==> config.mk <==
export PLATFORM = sky130hd
export DESIGN_NAME = ocf_access_ctrl
export DESIGN_NICKNAME = d
export VERILOG_FILES = /design/src/rtl/ocf_access_ctrl.sv
export SDC_FILE = /design/constraint.sdc
export NUM_CORES = 1
export LEC_CHECK = 0
export ABC_AREA = 1
export BUFFER_PORTS_ARGS = -buffer_cell sky130_fd_sc_hd__buf_2
export CAP_MARGIN = 20
export CORE_AREA = 2 2 134 136
export CTS_BUF_LIST = sky130_fd_sc_hd__clkbuf_16
export CTS_CLUSTER_DIAMETER = 100
export CTS_CLUSTER_SIZE = 24
export DETAILED_ROUTE_END_ITERATION = 6
export DIE_AREA = 0 0 136 138
export HOLD_SLACK_MARGIN = 0.12
export PLACE_DENSITY = 0.68
export SLEW_MARGIN = 20
export SYNTH_ARGS = -nofsm -noshare
export SYNTH_HDL_FRONTEND = slang
export SYNTH_SLANG_ARGS = --single-unit
==> constraint.sdc <==
create_clock -name clock -period 9.14 [get_ports clock]
set_clock_uncertainty 0.1 [all_clocks]
set_input_delay 1.371 -clock clock [delete_from_list [all_inputs] [get_ports clock]]
set_output_delay 1.371 -clock clock [all_outputs]
set_load 0.1 [all_outputs]
==> src/rtl/ocf_access_ctrl.sv <==
// ocf_access_ctrl: two-requester access controller for the on-chip flash
// Avalon-MM CSR and data ports. Requesters are granted round-robin. Reads
// are issued as one burst. Writes are bracketed by status polls. Each
// command ends with a done pulse that is qualified by err.
module ocf_access_ctrl #(
  parameter int ADDR_W    = 18,
  parameter int BURST_MAX = 8,
  parameter int TIMEOUT   = 4096
) (
  input  logic              clock,
  input  logic              reset,
  input  logic              m0_cmd_rd,
  input  logic              m0_cmd_wr,
  input  logic [ADDR_W-1:0] m0_addr,
  input  logic [3:0]        m0_burst,
  input  logic [31:0]       m0_wdata,
  output logic              m0_cmd_ack,
  output logic [31:0]       m0_rdata,
  output logic              m0_rvalid,
  output logic              m0_done,
  output logic              m0_err,
  input  logic              m1_cmd_rd,
  input  logic              m1_cmd_wr,
  input  logic [ADDR_W-1:0] m1_addr,
  input  logic [3:0]        m1_burst,
  input  logic [31:0]       m1_wdata,
  output logic              m1_cmd_ack,
  output logic [31:0]       m1_rdata,
  output logic              m1_rvalid,
  output logic              m1_done,
  output logic              m1_err,
  output logic              avmm_csr_addr,
  output logic              avmm_csr_read,
  output logic              avmm_csr_write,
  output logic [31:0]       avmm_csr_writedata,
  input  logic [31:0]       avmm_csr_readdata,
  output logic [ADDR_W-1:0] avmm_data_addr,
  output logic              avmm_data_read,
  output logic              avmm_data_write,
  output logic [31:0]       avmm_data_writedata,
  output logic [3:0]        avmm_data_burstcount,
  input  logic [31:0]       avmm_data_readdata,
  input  logic              avmm_data_readdatavalid,
  input  logic              avmm_data_waitrequest
);

  localparam int            TW       = $clog2(TIMEOUT + 1);
  localparam logic [TW-1:0] TMO_LAST = TW'(TIMEOUT - 1);
  localparam logic [3:0]    BMAX     = 4'(BURST_MAX);

  localparam logic [2:0] S_IDLE      = 3'd0;
  localparam logic [2:0] S_RD_CMD    = 3'd1;
  localparam logic [2:0] S_RD_DATA   = 3'd2;
  localparam logic [2:0] S_PRE_POLL  = 3'd3;
  localparam logic [2:0] S_WR_CMD    = 3'd4;
  localparam logic [2:0] S_POST_POLL = 3'd5;
  localparam logic [2:0] S_FINISH    = 3'd6;

  logic [2:0]        r_state;
  logic              r_rr;          // side preferred when both request
  logic              r_gnt;         // side owning the current command
  logic [ADDR_W-1:0] r_addr;
  logic [3:0]        r_burst;
  logic [3:0]        r_beats;
  logic [31:0]       r_wdata;
  logic [31:0]       r_rdata;
  logic              r_err;
  logic              r_data_read;
  logic              r_data_write;
  logic              r_csr_read;
  logic [1:0]        r_phase;       // poll: 0 issue, 1 strobe out, 2 sample
  logic [TW-1:0]     r_timer;
  logic [1:0]        r_ack;
  logic [1:0]        r_done;
  logic [1:0]        r_err_o;
  logic [1:0]        r_rvalid;

  logic              w_pend0;
  logic              w_pend1;
  logic              w_sel;
  logic              w_rd;
  logic              w_wr;
  logic [ADDR_W-1:0] w_addr;
  logic [3:0]        w_burst;
  logic [31:0]       w_wdata;
  logic              w_illegal;
  logic              w_timer_exp;
  logic              w_csr_idle;
  logic              w_unused;

  assign w_pend0     = m0_cmd_rd | m0_cmd_wr;
  assign w_pend1     = m1_cmd_rd | m1_cmd_wr;
  assign w_sel       = (w_pend0 & w_pend1) ? r_rr : w_pend1;
  assign w_rd        = w_sel ? m1_cmd_rd : m0_cmd_rd;
  assign w_wr        = w_sel ? m1_cmd_wr : m0_cmd_wr;
  assign w_addr      = w_sel ? m1_addr   : m0_addr;
  assign w_burst     = w_sel ? m1_burst  : m0_burst;
  assign w_wdata     = w_sel ? m1_wdata  : m0_wdata;
  assign w_illegal   = (w_rd & w_wr) | (w_rd & ((w_burst == 4'd0) | (w_burst > BMAX)));
  assign w_timer_exp = (r_timer == TMO_LAST);
  assign w_csr_idle  = (avmm_csr_readdata[1:0] == 2'b00);
  assign w_unused    = ^{avmm_csr_readdata[31:4], avmm_csr_readdata[2]};

  // Command sequencer: arbitration, flash access phases and completion.
  always_ff @(posedge clock or posedge reset) begin
    if (reset) begin
      r_state      <= S_IDLE;
      r_rr         <= 1'b0;
      r_gnt        <= 1'b0;
      r_addr       <= '0;
      r_burst      <= '0;
      r_beats      <= '0;
      r_wdata      <= '0;
      r_rdata      <= '0;
      r_err        <= 1'b0;
      r_data_read  <= 1'b0;
      r_data_write <= 1'b0;
      r_csr_read   <= 1'b0;
      r_phase      <= '0;
      r_timer      <= '0;
      r_ack        <= '0;
      r_done       <= '0;
      r_err_o      <= '0;
      r_rvalid     <= '0;
    end else begin
      r_ack    <= '0;
      r_done   <= '0;
      r_err_o  <= '0;
      r_rvalid <= '0;
      r_rdata  <= '0;
      case (r_state)
        S_IDLE: begin
          if (w_pend0 | w_pend1) begin
            r_gnt        <= w_sel;
            r_rr         <= ~w_sel;
            r_ack[w_sel] <= 1'b1;
            r_addr       <= w_addr;
            r_burst      <= w_burst;
            r_wdata      <= w_wdata;
            r_beats      <= '0;
            r_timer      <= '0;
            r_phase      <= '0;
            if (w_illegal) begin
              r_err   <= 1'b1;
              r_state <= S_FINISH;
            end else if (w_rd) begin
              r_err       <= 1'b0;
              r_data_read <= 1'b1;
              r_state     <= S_RD_CMD;
            end else begin
              r_err   <= 1'b0;
              r_state <= S_PRE_POLL;
            end
          end
        end
        S_RD_CMD: begin
          if (!avmm_data_waitrequest) begin
            r_data_read <= 1'b0;
            r_state     <= S_RD_DATA;
          end
        end
        S_RD_DATA: begin
          if (avmm_data_readdatavalid) begin
            r_rdata         <= avmm_data_readdata;
            r_rvalid[r_gnt] <= 1'b1;
            r_timer         <= '0;
            r_beats         <= r_beats + 4'd1;
            if (r_beats + 4'd1 == r_burst) begin
              r_err   <= 1'b0;
              r_state <= S_FINISH;
            end
          end else if (w_timer_exp) begin
            r_err   <= 1'b1;
            r_state <= S_FINISH;
          end else begin
            r_timer <= r_timer + TW'(1);
          end
        end
        S_PRE_POLL, S_POST_POLL: begin
          if (w_timer_exp) begin
            r_csr_read <= 1'b0;
            r_err      <= 1'b1;
            r_state    <= S_FINISH;
          end else begin
            r_timer <= r_timer + TW'(1);
            case (r_phase)
              2'd0: begin
                r_csr_read <= 1'b1;
                r_phase    <= 2'd1;
              end
              2'd1: begin
                r_csr_read <= 1'b0;
                r_phase    <= 2'd2;
              end
              default: begin
                r_phase <= 2'd0;
                if (w_csr_idle) begin
                  if (r_state == S_PRE_POLL) begin
                    r_data_write <= 1'b1;
                    r_state      <= S_WR_CMD;
                  end else begin
                    r_err   <= ~avmm_csr_readdata[3];
                    r_state <= S_FINISH;
                  end
                end
              end
            endcase
          end
        end
        S_WR_CMD: begin
          if (!avmm_data_waitrequest) begin
            r_data_write <= 1'b0;
            r_timer      <= '0;
            r_phase      <= '0;
            r_state      <= S_POST_POLL;
          end
        end
        S_FINISH: begin
          r_done[r_gnt]  <= 1'b1;
          r_err_o[r_gnt] <= r_err;
          r_state        <= S_IDLE;
        end
        default: r_state <= S_IDLE;
      endcase
    end
  end

  assign m0_cmd_ack = r_ack[0];
  assign m0_rvalid  = r_rvalid[0];
  assign m0_rdata   = r_rvalid[0] ? r_rdata : 32'd0;
  assign m0_done    = r_done[0];
  assign m0_err     = r_err_o[0];
  assign m1_cmd_ack = r_ack[1];
  assign m1_rvalid  = r_rvalid[1];
  assign m1_rdata   = r_rvalid[1] ? r_rdata : 32'd0;
  assign m1_done    = r_done[1];
  assign m1_err     = r_err_o[1];

  // Only the status register is ever read; the CSR write path is unused.
  assign avmm_csr_addr        = 1'b0;
  assign avmm_csr_read        = r_csr_read;
  assign avmm_csr_write       = 1'b0;
  assign avmm_csr_writedata   = 32'd0;
  assign avmm_data_addr       = r_addr;
  assign avmm_data_read       = r_data_read;
  assign avmm_data_write      = r_data_write;
  assign avmm_data_writedata  = r_wdata;
  assign avmm_data_burstcount = r_data_write ? 4'd1 : (r_data_read ? r_burst : 4'd0);

endmodule

# [Word level (Yosys, flattened, before mapping)]
# Index checks and enable logic that the tools add are counted.
[op_classes] muxes=70 n_bitwise=11 add_sub_neg=2 n_reduce_logical=24 eq_ne=24 n_lt_le_gt_ge=5
[ops] op="32-bit 2-to-1 mux" n=5
[ops] op="13-bit 2-to-1 mux" n=4
[ops] op="13-bit case mux with 4 select lines" n=1
[ops] op="3-bit 2-to-1 mux" n=10
[ops] op="1-bit 2-to-1 mux" n=23
[ops] op="2-bit 2-to-1 mux" n=11
[ops] op="4-bit 2-to-1 mux" n=5
[ops] op="2-bit inequality test (second input constant)" n=10
[ops] op="18-bit 2-to-1 mux" n=1
[ops] op="3-bit inequality test (second input constant)" n=5
[ops] op="3-bit case mux with 5 select lines" n=1
[ops] op="7-bit AND reduction" n=2
[ops] op="13-bit by 1-bit adder with 13-bit output (second input constant)" n=1
[ops] op="13-bit by 12-bit == test with 1-bit output (second input constant)" n=1
[ops] op="3-bit == test (second input constant)" n=3
[ops] op="3-bit nonzero test" n=3
[ops] op="4-bit case mux with 2 select lines" n=1
[ops] op="3-bit by 2-bit == test with 1-bit output (second input constant)" n=2
[ops] op="1-bit case mux with 2 select lines" n=3
[ops] op="2-bit case mux with 3 select lines" n=1
[ops] op="3-bit AND reduction" n=2
[ops] op="6-bit AND reduction" n=1
[ops] op="2-bit nonzero test" n=3
[ops] op="1-bit OR" n=5
[ops] op="other kinds (22)" n=32
[word_totals] input_bits=180 regBits=122 out_inout_bits=163 elab_cells=154

# [Logic depth before layout (Yosys ltp)]
# Gate-level depths: netlist of the first run.
[logic_depth] word_depth=11 ltp_mapped=12 depth_no_buf=12

# [Worst setup path after synthesis of the first run]
# OpenSTA, ideal clock, no wires.
[synth_timing] path_type="flip-flop to output port" startpoint="reg r_data_read, in the netlist avmm_data_read" endpoint="out avmm_data_burstcount[1]" path_stages_with_launch=3 required_time_ns=7.669 n_path_buf=0 setup_slack_ns=4.459 arrival_ns=3.210 cell_sequence="dfrtp_1 > inv_1 > nor3_1"
[synth_between] elab_chain_len=2
[synth_lines] item="start, declared" line_no="68" rtl="logic r_data_read;"
[synth_lines] item="start signal, assigned" line_no="116" rtl="r_data_read <= 1'b0;"
[synth_lines] item="start signal, assigned" line_no="148" rtl="r_data_read <= 1'b1;"
[synth_lines] item="start signal, assigned" line_no="158" rtl="r_data_read <= 1'b0;"
[synth_lines] item="4-bit 2-to-1 mux (2 in a row)" line_no="248" rtl="assign avmm_data_burstcount = r_data_write ? 4'd1 : (r_data_read ? r_burst : 4'd0);"
[synth_lines] item="end, declared" line_no="41" rtl="output logic [3:0] avmm_data_burstcount,"
# No other way between the ends.

# [Final worst setup path of the first run]
[layout_timing] startpoint="reg r_rvalid[1]" endpoint="out m1_rdata[20]"
[layout_between] elab_chain_len=1
[layout_lines] item="start, declared" line_no="76" rtl="logic [1:0] r_rvalid;"
[layout_lines] item="start signal, assigned" line_no="124" rtl="r_rvalid <= '0;"
[layout_lines] item="start signal, assigned" line_no="129" rtl="r_rvalid <= '0;"
[layout_lines] item="start signal, assigned by index" line_no="165" rtl="r_rvalid[r_gnt] <= 1'b1;"
[layout_lines] item="32-bit 2-to-1 mux" line_no="235" rtl="assign m1_rdata = r_rvalid[1] ? r_rdata : 32'd0;"
[layout_lines] item="end, declared" line_no="28" rtl="output logic [31:0] m1_rdata,"
# No other way between the ends.

==> impl_metrics.csv, run 1 <==
group,metric,value,unit
detailed_routing,route.antenna.remaining_nets,0,
timing,final.setup.worst_slack,5565,ps
timing,grt_setup_unrepaired,"no",
critical_path,max_stage_delay,980,ps
min_path,hp-class,"reg2reg",
place,place_ws,5647,ps
logic_synthesis,synth.ff_latch_count,122,
logic_synthesis,synth.cells.most_frequent,"sky130_fd_sc_hd__nand2_1 (232), sky130_fd_sc_hd__dfrtp_1 (122), sky130_fd_sc_hd__nor2_1 (107)",
global_routing,grt_start_max_net_pins,82,
power_and_ir_drop,switchingPower,1956,uW
clocking,holdBufCountCts,0,
clocking,root_buffer,"sky130_fd_sc_hd__clkbuf_16",
logic_synthesis,ys_warn_count,0,
floorplanning,row_count,49,
run_status,outcome,"finished, final reports clean",
power_and_ir_drop,p_int,1511,uW
power_and_ir_drop,pwr-share-clk,20.5,%
timing,finalSetupViolations,0,
logic_synthesis,yosys.cell_types.count,46,
floorplanning,effective_utilization_at_floorplan,36.53,%
logic_synthesis,synth-async-reset-ratio,100.0,%
logic_synthesis,synth_top_area_cell,"sky130_fd_sc_hd__dfrtp_1",
detailed_routing,drt-pass1-iter-count,6,
timing,report.final.hold_viol_count,0,
floorplanning,floorplan_die_area,18770,um^2
critical_path,cell_with_the_largest_stage_delay_on_the_worst_path,"sky130_fd_sc_hd__dfrtp_1",
clocking,tritoncts,"done",
logic_synthesis,synth.most_common_cell,"sky130_fd_sc_hd__nand2_1",
critical_path,cp_max_fo,33,
floorplanning,core_area,17530,um^2
logic_synthesis,synth-xor-area-share,0.8203,%
timing,worst_slew_pin_slew,989.2,ps
logic_synthesis,seq_area_frac_synth,47.66,%
layout,syn_to_final_growth,32.25,%
timing,drv_slew,0,
global_routing,grt.total_usage,19.18,%
clocking,cts_resized,0,
detailed_routing,routed_wire_length_per_instance,13.07,um
power_and_ir_drop,total_power,3468,uW
layout,final_core_utilization,48.32,%
place,hpwlAfterDp,12780,um
power_and_ir_drop,worst_ir_drop_vdd,0.3673,mV
critical_path,setup.worst_path.start_class,"flip-flop",
logic_synthesis,avgSynthCellArea,7.554,um^2
power_and_ir_drop,power_leakage,0.005061,uW
timing,timing.slew.headroom,34.05,%
timing,setup_tns,0,ps
clocking,cts_buffers,17,
global_routing,grt_pass1_wl,28500,um
detailed_routing,drt_iter0_drc,307,
power_and_ir_drop,cell_pwr_density,409.3,nW/um^2
clocking,max-clock-path-buffers,2,
global_routing,grt_pass1_vias,5912,
logic_synthesis,post_synth_mux_area_share,0,%
floorplanning,design.portCount,343,
run,maximum_capacitance_violations,0,
critical_path,crit_arrival,2100,ps
global_routing,globalRoute.totalOverflow,0,
critical_path,worstSetupEndpointType,"output pin",
power_and_ir_drop,sw_frac_of_total,56.41,%
logic_synthesis,synth_top_family_by_area,"simple AND/OR/NAND/NOR gates",
layout,n_fill_cell,1759,
detailed_routing,wl,17740,um
power_and_ir_drop,power.combinational.fraction,55.0,%
floorplanning,floorplan.die.height,138,um
logic_synthesis,synth.top_cell.area_share,47.66,%
place,finalWeightedCongestion,0.8364,
clocking,cts_setup_buffers,0,
clocking,cts_htree_levels,4,
clocking,cts.reportedPaths.clkPinSlew,60,ps
floorplanning,die-width,136,um
critical_path,crit_required,7670,ps
detailed_routing,num_vias,6136,
logic_synthesis,synthesis.area,6406,um^2
critical_path,crit_chain,"nand2_1 -> inv_1 -> buf_2",
detailed_routing,drt-vias-per-instance,4.522,
timing,period_share,39.12,%
global_routing,initial_antenna_violation_count,2,
logic_synthesis,postSynthCellCount,848,
logic_synthesis,number_of_enable_type_register_cells_in_the_synthesized_netlist,0,
logic_synthesis,ys_dominant_reg_cell,"sky130_fd_sc_hd__dfrtp_1",
logic_synthesis,synth_simple_gate_area_share,27.30,%
clocking,cts_sinks,122,
logic_synthesis,post_synth_fa_ha_maj_area_fraction,0.3906,%
detailed_routing,remaining_drc_errors,0,
power_and_ir_drop,proportion_of_power_drawn_by_flip_flops_and_latches,24.5,%
timing,max_freq,0.2797,GHz
critical_path,crit_type,"reg2out",
logic_synthesis,yosys-top-cells-area,"sky130_fd_sc_hd__dfrtp_1 (48%), sky130_fd_sc_hd__nand2_1 (14%), sky130_fd_sc_hd__o21ai_0 (7.0%)",
clocking,worstSkewPairLatency,410,ps
place,placement.io_buffers,279,
layout,layout.nets,1296,
logic_synthesis,synth_compound_gate_area_share,10.96,%
timing,final_period_minus_worst_setup_slack,3575,ps
layout,final_layout_size_suffix_gt1_share,31.14,%
timing,hold-worst-slack,379.1,ps
[final timing paths]
| path | startpoint | endpoint | slack [ps] | depth (start not counted) |
|---|---|---|---|---|
| setup / recovery | r_rvalid[1] | m1_rdata[20] | 5560 | 3 |
| hold / removal | r_gnt | r_rvalid[0] | 380 | 1 |
| setup reg to reg | r_state[2] | r_beats[2] | 6670 | 5 |
| hold reg to reg | r_gnt | r_rvalid[0] | 380 | 1 |
| max in group asynchronous | reset | r_rvalid[0] | 6890 | 3 |
| min in group asynchronous | reset | avmm_data_writedata[2] | 1000 | 2 |
[cell usage in the layout, fill, tap and decap left out, types with 4 or more instances in the layout]
cell / netlist / final
sky130_fd_sc_hd__a21oi_1: 10 / 10
sky130_fd_sc_hd__a22oi_1: 5 / 5
sky130_fd_sc_hd__buf_2: 4 / 279
sky130_fd_sc_hd__buf_4: 35 / 4
sky130_fd_sc_hd__bufinv_16: 0 / 4
sky130_fd_sc_hd__clkbuf_16: 0 / 17
sky130_fd_sc_hd__clkinv_4: 0 / 5
sky130_fd_sc_hd__conb_1: 1 / 34
sky130_fd_sc_hd__dfrtp_1: 122 / 121
sky130_fd_sc_hd__inv_1: 104 / 102
sky130_fd_sc_hd__inv_2: 7 / 7
sky130_fd_sc_hd__nand2_1: 232 / 232
sky130_fd_sc_hd__nand2_2: 4 / 4
sky130_fd_sc_hd__nand3_1: 24 / 24
sky130_fd_sc_hd__nand4_1: 4 / 4
sky130_fd_sc_hd__nor2_1: 107 / 107
sky130_fd_sc_hd__nor2_2: 7 / 7
sky130_fd_sc_hd__nor3_1: 9 / 9
sky130_fd_sc_hd__o21ai_0: 90 / 90
sky130_fd_sc_hd__o21ai_1: 9 / 9
[registers in the layout (all words and copies together) (netlist names)]
signal	count
avmm_data_write	1
r_rvalid	2
r_err	1
r_phase	2
r_ack	2
avmm_data_addr	18
r_err_o	2
avmm_data_writedata	32
r_beats	4
r_gnt	1
r_state	3
avmm_csr_read	1
r_burst	4
avmm_data_read	1
r_rr	1
r_timer	13
r_rdata	32
r_done	2
[power by group through the flow]
stage / clock (uW) / combinational [uW] / sequential, uW
finish: 712 / 1910 / 849
detailed placement: 0 / 1920 / 850
global route: 758 / 2040 / 873
CTS: 729 / 1920 / 848
global placement: 0 / 1900 / 848
floorplan: 0 / 709 / 1720
[critical path, delay by kind of cell (launching register included)]
kind          cells  cell delay (ps)
flops             1              980
buf+inv           2              510
simple gates      1              180
[kinds of logic (layout without fill, tap and decap cells)]
kind of cell | after synthesis | count (layout)
compound gates | 129 | 129
flops | 122 | 122
other cells | 1 | 35
buf+inv | 180 | 426
fa+ha+maj | 2 | 2
simple gates | 408 | 408
xor+xnor | 6 | 6
[layout make-up]
cell class / count / area [um^2] / area share [%]
flip-flops and latches: 122 / 3054 / 36.05
repair buffers: 283 / 1426 / 16.84
multi-input cells: 579 / 2656 / 31.35
inverters: 111 / 421.7 / 4.977
diodes: 1 / 2.502 / 0.02954
clock buffers: 17 / 425.4 / 5.021
clock inverters: 15 / 198.9 / 2.348
well taps: 229 / 286.5 / 3.382
[stage by stage]
stage	std cells	instance area [um^2]
floorplan	881	6530
global placement	1324	7841
detailed placement	1324	7841
CTS	1356	8466
global route	1357	8472
finish	1357	8472
[per-layer routing]
metal | wire, um | GRT usage, %
met5 | 13 | 0
met1 | 7189 | 21.97
met2 | 8709 | 33.80
met4 | 215 | 4.825
met3 | 1611 | 6.821
(Power assumes the default switching activity.)
==> run 2, diff against run 1 <==
--- a/config.mk
+++ b/config.mk
@@ -15,7 +15,7 @@
 export DETAILED_ROUTE_END_ITERATION = 6
 export DIE_AREA = 0 0 136 138
 export HOLD_SLACK_MARGIN = 0.12
-export PLACE_DENSITY = 0.68
+export PLACE_DENSITY = 0.71
 export SLEW_MARGIN = 20
 export SYNTH_ARGS = -nofsm -noshare
 export SYNTH_HDL_FRONTEND = slang
==> constraint.sdc (replaced) <==
create_clock -name clock -period 3.1 [get_ports clock]
set_clock_uncertainty 0.1 [all_clocks]
set_input_delay 0.465 -clock clock [delete_from_list [all_inputs] [get_ports clock]]
set_output_delay 0.465 -clock clock [all_outputs]
set_load 0.1 [all_outputs]
==> run 2 against run 1 <==
Combinational power grew to 3.0 times the previous value. Die area did not move. Critical path depth increased by 1. Routed wire length increased by 1.9%. Clock power grew to 2.7 times the previous value. Critical endpoint is now m1_rdata[16]. Cell area about the same. Sequential share of layout area is essentially flat. Sequential cell count stayed put. Register-to-register slack got worse by 5700 ps. Cell count grew 0.29%. Utilization hardly changed. First-iteration DRC count shrank 21%.
==> impl_metrics.csv, run 2 (synthesized netlist as in run 1, its figures left out) <==
group,metric,value,unit
run_status,outcome,"finished, final reports clean",
global_routing,initial_antenna_violation_count,3,
global_routing,globalRoute.totalOverflow,0,
place,finalWeightedCongestion,0.8604,
timing,timing.slew.headroom,47.67,%
floorplanning,core_area,17530,um^2
layout,multi_input_area,2656,um^2
timing,final_period_minus_worst_setup_slack,2539,ps
power_and_ir_drop,cell_pwr_density,1194,nW/um^2
clocking,max-clock-path-buffers,2,
global_routing,grt_start_max_net_pins,123,
detailed_routing,drt_iter0_drc,243,
critical_path,worstSetupEndpointType,"output pin",
layout,register_area,3053,um^2
power_and_ir_drop,worst_ir_drop_vdd,1.080,mV
clocking,cts_sinks,122,
critical_path,cp_max_fo,20,
timing,drv_slew,0,
run,maximum_capacitance_violations,0,
layout,final_common_cell,"sky130_fd_sc_hd__buf_2",
clocking,worstSkewPairLatency,420,ps
layout,syn_to_final_growth,32.29,%
critical_path,max_stage_delay,640,ps
clocking,cts_setup_buffers,0,
critical_path,worstReg2RegEnd,"r_rr",
floorplanning,floorplan_die_area,18770,um^2
clocking,tritoncts,"done",
floorplanning,floorplan.die.height,138,um
critical_path,rr_startpoint,"r_rr",
layout,layout.nets,1301,
power_and_ir_drop,total_power,10120,uW
detailed_routing,drt-vias-per-instance,4.611,
timing,worst_slew_pin_slew,777.7,ps
critical_path,worst_r2r_path_depth,6,
critical_path,cell_with_the_largest_stage_delay_on_the_worst_path,"sky130_fd_sc_hd__dfrtp_1",
critical_path,regToRegSetupSlack,980,ps
timing,finalSetupViolations,0,
layout,n_fill_cell,1755,
clocking,cts.reportedPaths.clkPinSlew,60,ps
global_routing,grt_pass1_wl,28690,um
clocking,cts_buffers,17,
floorplanning,effective_utilization_at_floorplan,36.53,%
critical_path,setup.worst_path.start_class,"flip-flop",
power_and_ir_drop,power_leakage,0.005074,uW
place,placement.io_buffers,279,
critical_path,crit_required,2530,ps
timing,grt_setup_unrepaired,"no",
layout,final_layout_size_suffix_gt1_share,30.80,%
layout,final_core_utilization,48.33,%
global_routing,grt.total_usage,19.34,%
min_path,hp-class,"in2async",
detailed_routing,drt-pass1-iter-count,4,
clocking,root_buffer,"sky130_fd_sc_hd__clkbuf_16",
global_routing,grt_pass1_vias,5908,
place,hpwlAfterDp,12890,um
timing,report.final.hold_viol_count,0,
timing,max_freq,0.3939,GHz
critical_path,crit_arrival,1970,ps
detailed_routing,routed_wire_length_per_instance,13.28,um
timing,period_share,81.90,%
layout,layout_common_cells,"sky130_fd_sc_hd__buf_2 (279), sky130_fd_sc_hd__nand2_1 (232), sky130_fd_sc_hd__dfrtp_1 (122)",
detailed_routing,remaining_drc_errors,0,
clocking,cts_htree_levels,4,
critical_path,crit_type,"reg2out",
detailed_routing,num_vias,6275,
critical_path,crit_chain,"buf_4 -> nand2_1 -> inv_1 -> buf_2",
detailed_routing,route.antenna.remaining_nets,0,
floorplanning,die-width,136,um
detailed_routing,wl,18080,um
clocking,cts_resized,0,
floorplanning,row_count,49,
floorplanning,design.portCount,343,
clocking,holdBufCountCts,0,
[run 2: changes by cell type in the layout (fill, tap and decap cells not counted)]
cell                         delta
sky130_fd_sc_hd__buf_4          +3
sky130_fd_sc_hd__clkinv_1       +2
sky130_fd_sc_hd__bufinv_16      -1
sky130_fd_sc_hd__clkinvlp_4     +1
sky130_fd_sc_hd__clkinv_4       -4
sky130_fd_sc_hd__dfrtp_2        -1
sky130_fd_sc_hd__buf_12         +2
sky130_fd_sc_hd__inv_1          +3
sky130_fd_sc_hd__diode_2        +1
sky130_fd_sc_hd__inv_6          -2
sky130_fd_sc_hd__dfrtp_1        +1
sky130_fd_sc_hd__clkinv_2       -1
[run 2: final cells by class]
type                            count  area share, %
Timing Repair Buffer              288          17.57
Multi-Input combinational cell    579          31.35
Clock buffer                       17          5.020
Antenna cell                        2        0.05906
Tap cell                          229          3.381
Clock inverter                     13          1.639
Inverter                          111          4.961
Sequential cell                   122          36.03
[run 2: worst max path at each step]
stage | from | end | slack, ps
finish | r_rvalid[1] | m1_rdata[16] | 560
global placement | m0_cmd_wr | r_rr | 690
CTS | r_rvalid[1] | m1_rdata[16] | 530
detailed placement | m0_cmd_wr | r_rr | 670
floorplan | avmm_data_read | avmm_data_burstcount[1] | -680
global route | r_rvalid[1] | m1_rdata[4] | 450
[run 2: per-layer routing]
| layer | track usage, % | up-vias | part of all wire (%) |
|---|---|---|---|
| met5 | 0 | - | 0 |
| met4 | 6.086 | 0 | 1.5 |
| met3 | 6.747 | 26 | 9.5 |
| met2 | 33.11 | 264 | 49 |
| met1 | 22.59 | 2880 | 40 |
| li1 | - | 3105 | - |
[run 2: worst max-delay path: cells and delay by family (launching register included)]
kind | cells | cell delay [ps]
and+or+nand+nor | 1 | 80
DFF | 1 | 640
buffers and inverters | 3 | 830
[run 2: stage by stage]
step | setup TNS [ps] | instance area (um^2) | setup WS (ps) | hold slack (ps) | cells
global placement | 0 | 7905 | 687.1 | 360.3 | 1329
floorplan | -2026 | 6534 | -675.3 | 341.9 | 881
global route | 0 | 8474 | 447.0 | 150.2 | 1361
finish | 0 | 8474 | 561.2 | 124.9 | 1361
CTS | 0 | 8469 | 530.6 | 133.9 | 1359
detailed placement | 0 | 7905 | 670.8 | 364.8 | 1329
[run 2: where the power goes]
part           internal [uW]  switching, uW
sequential              2130            343
combinational           1020           4690
clock                   1230            702
total                   4380           5740
==> run 3, diff against run 2 <==
--- a/config.mk
+++ b/config.mk
@@ -15,7 +15,7 @@
 export DETAILED_ROUTE_END_ITERATION = 6
 export DIE_AREA = 0 0 136 138
 export HOLD_SLACK_MARGIN = 0.12
-export PLACE_DENSITY = 0.71
+export PLACE_DENSITY = 0.68
 export SLEW_MARGIN = 20
 export SYNTH_ARGS = -nofsm -noshare
 export SYNTH_HDL_FRONTEND = slang
==> constraint.sdc (replaced) <==
create_clock -name clock -period 2.5 [get_ports clock]
set_clock_uncertainty 0.1 [all_clocks]
set_input_delay 0.375 -clock clock [delete_from_list [all_inputs] [get_ports clock]]
set_output_delay 0.375 -clock clock [all_outputs]
set_load 0.1 [all_outputs]
==> run 3 against run 2 <==
Sequential share of layout area decreased by 2.4 points. Register-to-register slack lost 810 ps. Non-clock buffer count rose by 61. Combinational power increased by 29%. Routed wire length grew 2.1%. Via count up 1.6%. Critical path depth increased by 5. Utilization grew 3.4 points. Largest power group unchanged. Highest routed layer unchanged.
==> impl_metrics.csv, run 3 (synthesized netlist as in run 1, its figures left out) <==
group,metric,value,unit
detailed_routing,remaining_drc_errors,0,
clocking,max-clock-path-buffers,2,
timing,final_period_minus_worst_setup_slack,2329,ps
clocking,cts_htree_levels,4,
layout,final_core_utilization,51.73,%
critical_path,crit_required,2750,ps
timing,report.final.hold_viol_count,0,
place,finalWeightedCongestion,0.8309,
global_routing,grt_start_max_net_pins,123,
power_and_ir_drop,power.combinational.fraction,58.1,%
clocking,root_buffer,"sky130_fd_sc_hd__clkbuf_16",
run_status,outcome,"finished, final reports clean",
timing,worst_slew_pin_slew,679.9,ps
critical_path,setup.worst_path.start_class,"flip-flop",
global_routing,initial_antenna_violation_count,0,
place,hpwlAfterDp,12800,um
timing,hold-worst-slack,140.0,ps
floorplanning,floorplan.die.height,138,um
layout,design_area,9071,um^2
critical_path,cp_max_fo,41,
clocking,cts.reportedPaths.clkPinSlew,60,ps
detailed_routing,wl,18450,um
critical_path,crit_arrival,2580,ps
global_routing,grt_pass1_wl,28950,um
clocking,cts_sinks,122,
floorplanning,die-width,136,um
power_and_ir_drop,worst_ir_drop_vdd,1.222,mV
power_and_ir_drop,sw_frac_of_total,56.50,%
min_path,hp-class,"in2reg",
clocking,tritoncts,"done",
clocking,cts_buffers,17,
power_and_ir_drop,p_int,5493,uW
layout,insertedDiodeCount,0,
power_and_ir_drop,power_leakage,0.005324,uW
global_routing,global_route.usage.met3,5.024,%
clocking,worstSkewPairLatency,410,ps
global_routing,grt.total_usage,19.40,%
layout,syn_to_final_growth,41.60,%
critical_path,worstSetupEndpointType,"flip-flop",
layout,layout.nets,1362,
global_routing,global_route.peak_usage_layer,"met2",
floorplanning,effective_utilization_at_floorplan,36.53,%
layout,final_layout_size_suffix_gt1_share,30.34,%
power_and_ir_drop,proportion_of_power_drawn_by_flip_flops_and_latches,24.2,%
timing,drv_slew,0,
place,placement.io_buffers,279,
floorplanning,floorplan_die_area,18770,um^2
timing,finalSetupViolations,0,
layout,final_common_cell,"sky130_fd_sc_hd__buf_2",
global_routing,use_met2,34.54,%
detailed_routing,drt_iter0_drc,279,
run,maximum_capacitance_violations,0,
floorplanning,design.portCount,343,
global_routing,grt.met1_usage,22.57,%
power_and_ir_drop,switchingPower,7136,uW
critical_path,crit_type,"reg2reg",
timing,timing.slew.headroom,54.25,%
layout,layoutNonFillerInstCount,1422,
detailed_routing,routed_wire_length_per_instance,12.97,um
timing,period_share,93.15,%
place,dp_cells,1334,
detailed_routing,drt-vias-per-instance,4.485,
layout,layout_common_cells,"sky130_fd_sc_hd__buf_2 (278), sky130_fd_sc_hd__nand2_1 (232), sky130_fd_sc_hd__dfrtp_1 (121)",
floorplanning,row_count,49,
floorplanning,core_area,17530,um^2
timing,grt_setup_unrepaired,"no",
timing,max_freq,0.4294,GHz
global_routing,grt_pass1_vias,6086,
global_routing,globalRoute.totalOverflow,0,
detailed_routing,num_vias,6377,
detailed_routing,route.antenna.remaining_nets,0,
place,placement_stage_cell_area,7983,um^2
detailed_routing,drt-pass1-iter-count,5,
power_and_ir_drop,cell_pwr_density,1392,nW/um^2
power_and_ir_drop,pwr-share-clk,17.7,%
run 3: cell count changes in the layout (fill, tap and decap cells not counted), sizes merged, moves of 2 or more:
cell,delta
dlygate4sd3,+52
buf,+9
bufinv,-2
clkinvlp,+2
diode,-2
run 3: final timing paths:
path | startpoint | to | slack (ps) | cells past startpoint
worst max-delay path | r_state[0] | avmm_data_addr[15] | 170 | 9
worst min-delay path | m1_wdata[29] | avmm_data_writedata[29] | 140 | 3
worst max register to register | r_state[0] | avmm_data_addr[15] | 170 | 9
worst min register to register | r_phase[0] | r_phase[0] | 380 | 2
max in group asynchronous | reset | r_rdata[9] | 1190 | 4
min in group asynchronous | reset | avmm_data_write | 580 | 4
run 3: cell type report:
type	count	area (um^2)
Clock buffer	17	425.4
Clock inverter	15	111.4
Sequential cell	122	3054
Tap cell	229	286.5
Fill cell	1700	8463
Inverter	111	420.4
Multi-Input combinational cell	579	2656
Timing Repair Buffer	349	2117
run 3: per-stage QoR:
stage	power, uW	TNS (ps)	worst slack, ps
finish	12630	0	171.3
floorplan	8873	-3556	-1185
detailed placement	10240	0	467.2
global placement	10160	0	475.6
CTS	12680	0	52.31
global route	13350	0	57.31
run 3: worst max-delay path, stage by stage, from the launching register on:
cell and delay, ps:
sky130_fd_sc_hd__dfrtp_1 470, sky130_fd_sc_hd__nor2_4 180, sky130_fd_sc_hd__nand2_4 100, sky130_fd_sc_hd__nor2_2 170, sky130_fd_sc_hd__inv_2 70, sky130_fd_sc_hd__buf_12 180, sky130_fd_sc_hd__nor2_4 260, sky130_fd_sc_hd__nand2_1 120
sky130_fd_sc_hd__nand2_1 80, sky130_fd_sc_hd__dlygate4sd3_1 540
run 3: metal layers:
metal  part of all wire (%)  up-vias
met2                     50      245
met4                    1.6        0
li1                       -     3231
met3                    7.5       21
met5                      0        -
met1                     41     2880
run 3: power by group through the flow:
stage	Combinational, uW	Clock, uW	Sequential [uW]
final	7340	2230	3060
after global routing	7830	2380	3140
after CTS	7330	2300	3050
after detailed placement	7180	0	3050
after global placement	7110	0	3050
after floorplan	2590	0	6280
run 3: repair_timing:
| item | CTS | global route |
|---|---|---|
| hold buffers | 52 | 0 |
| endpoints found under the setup margin | 0 | 6 |
| endpoints found under the hold margin | 167 | 0 |
| setup buffers | 0 | 4 |
| resized for setup | 0 | 3 |
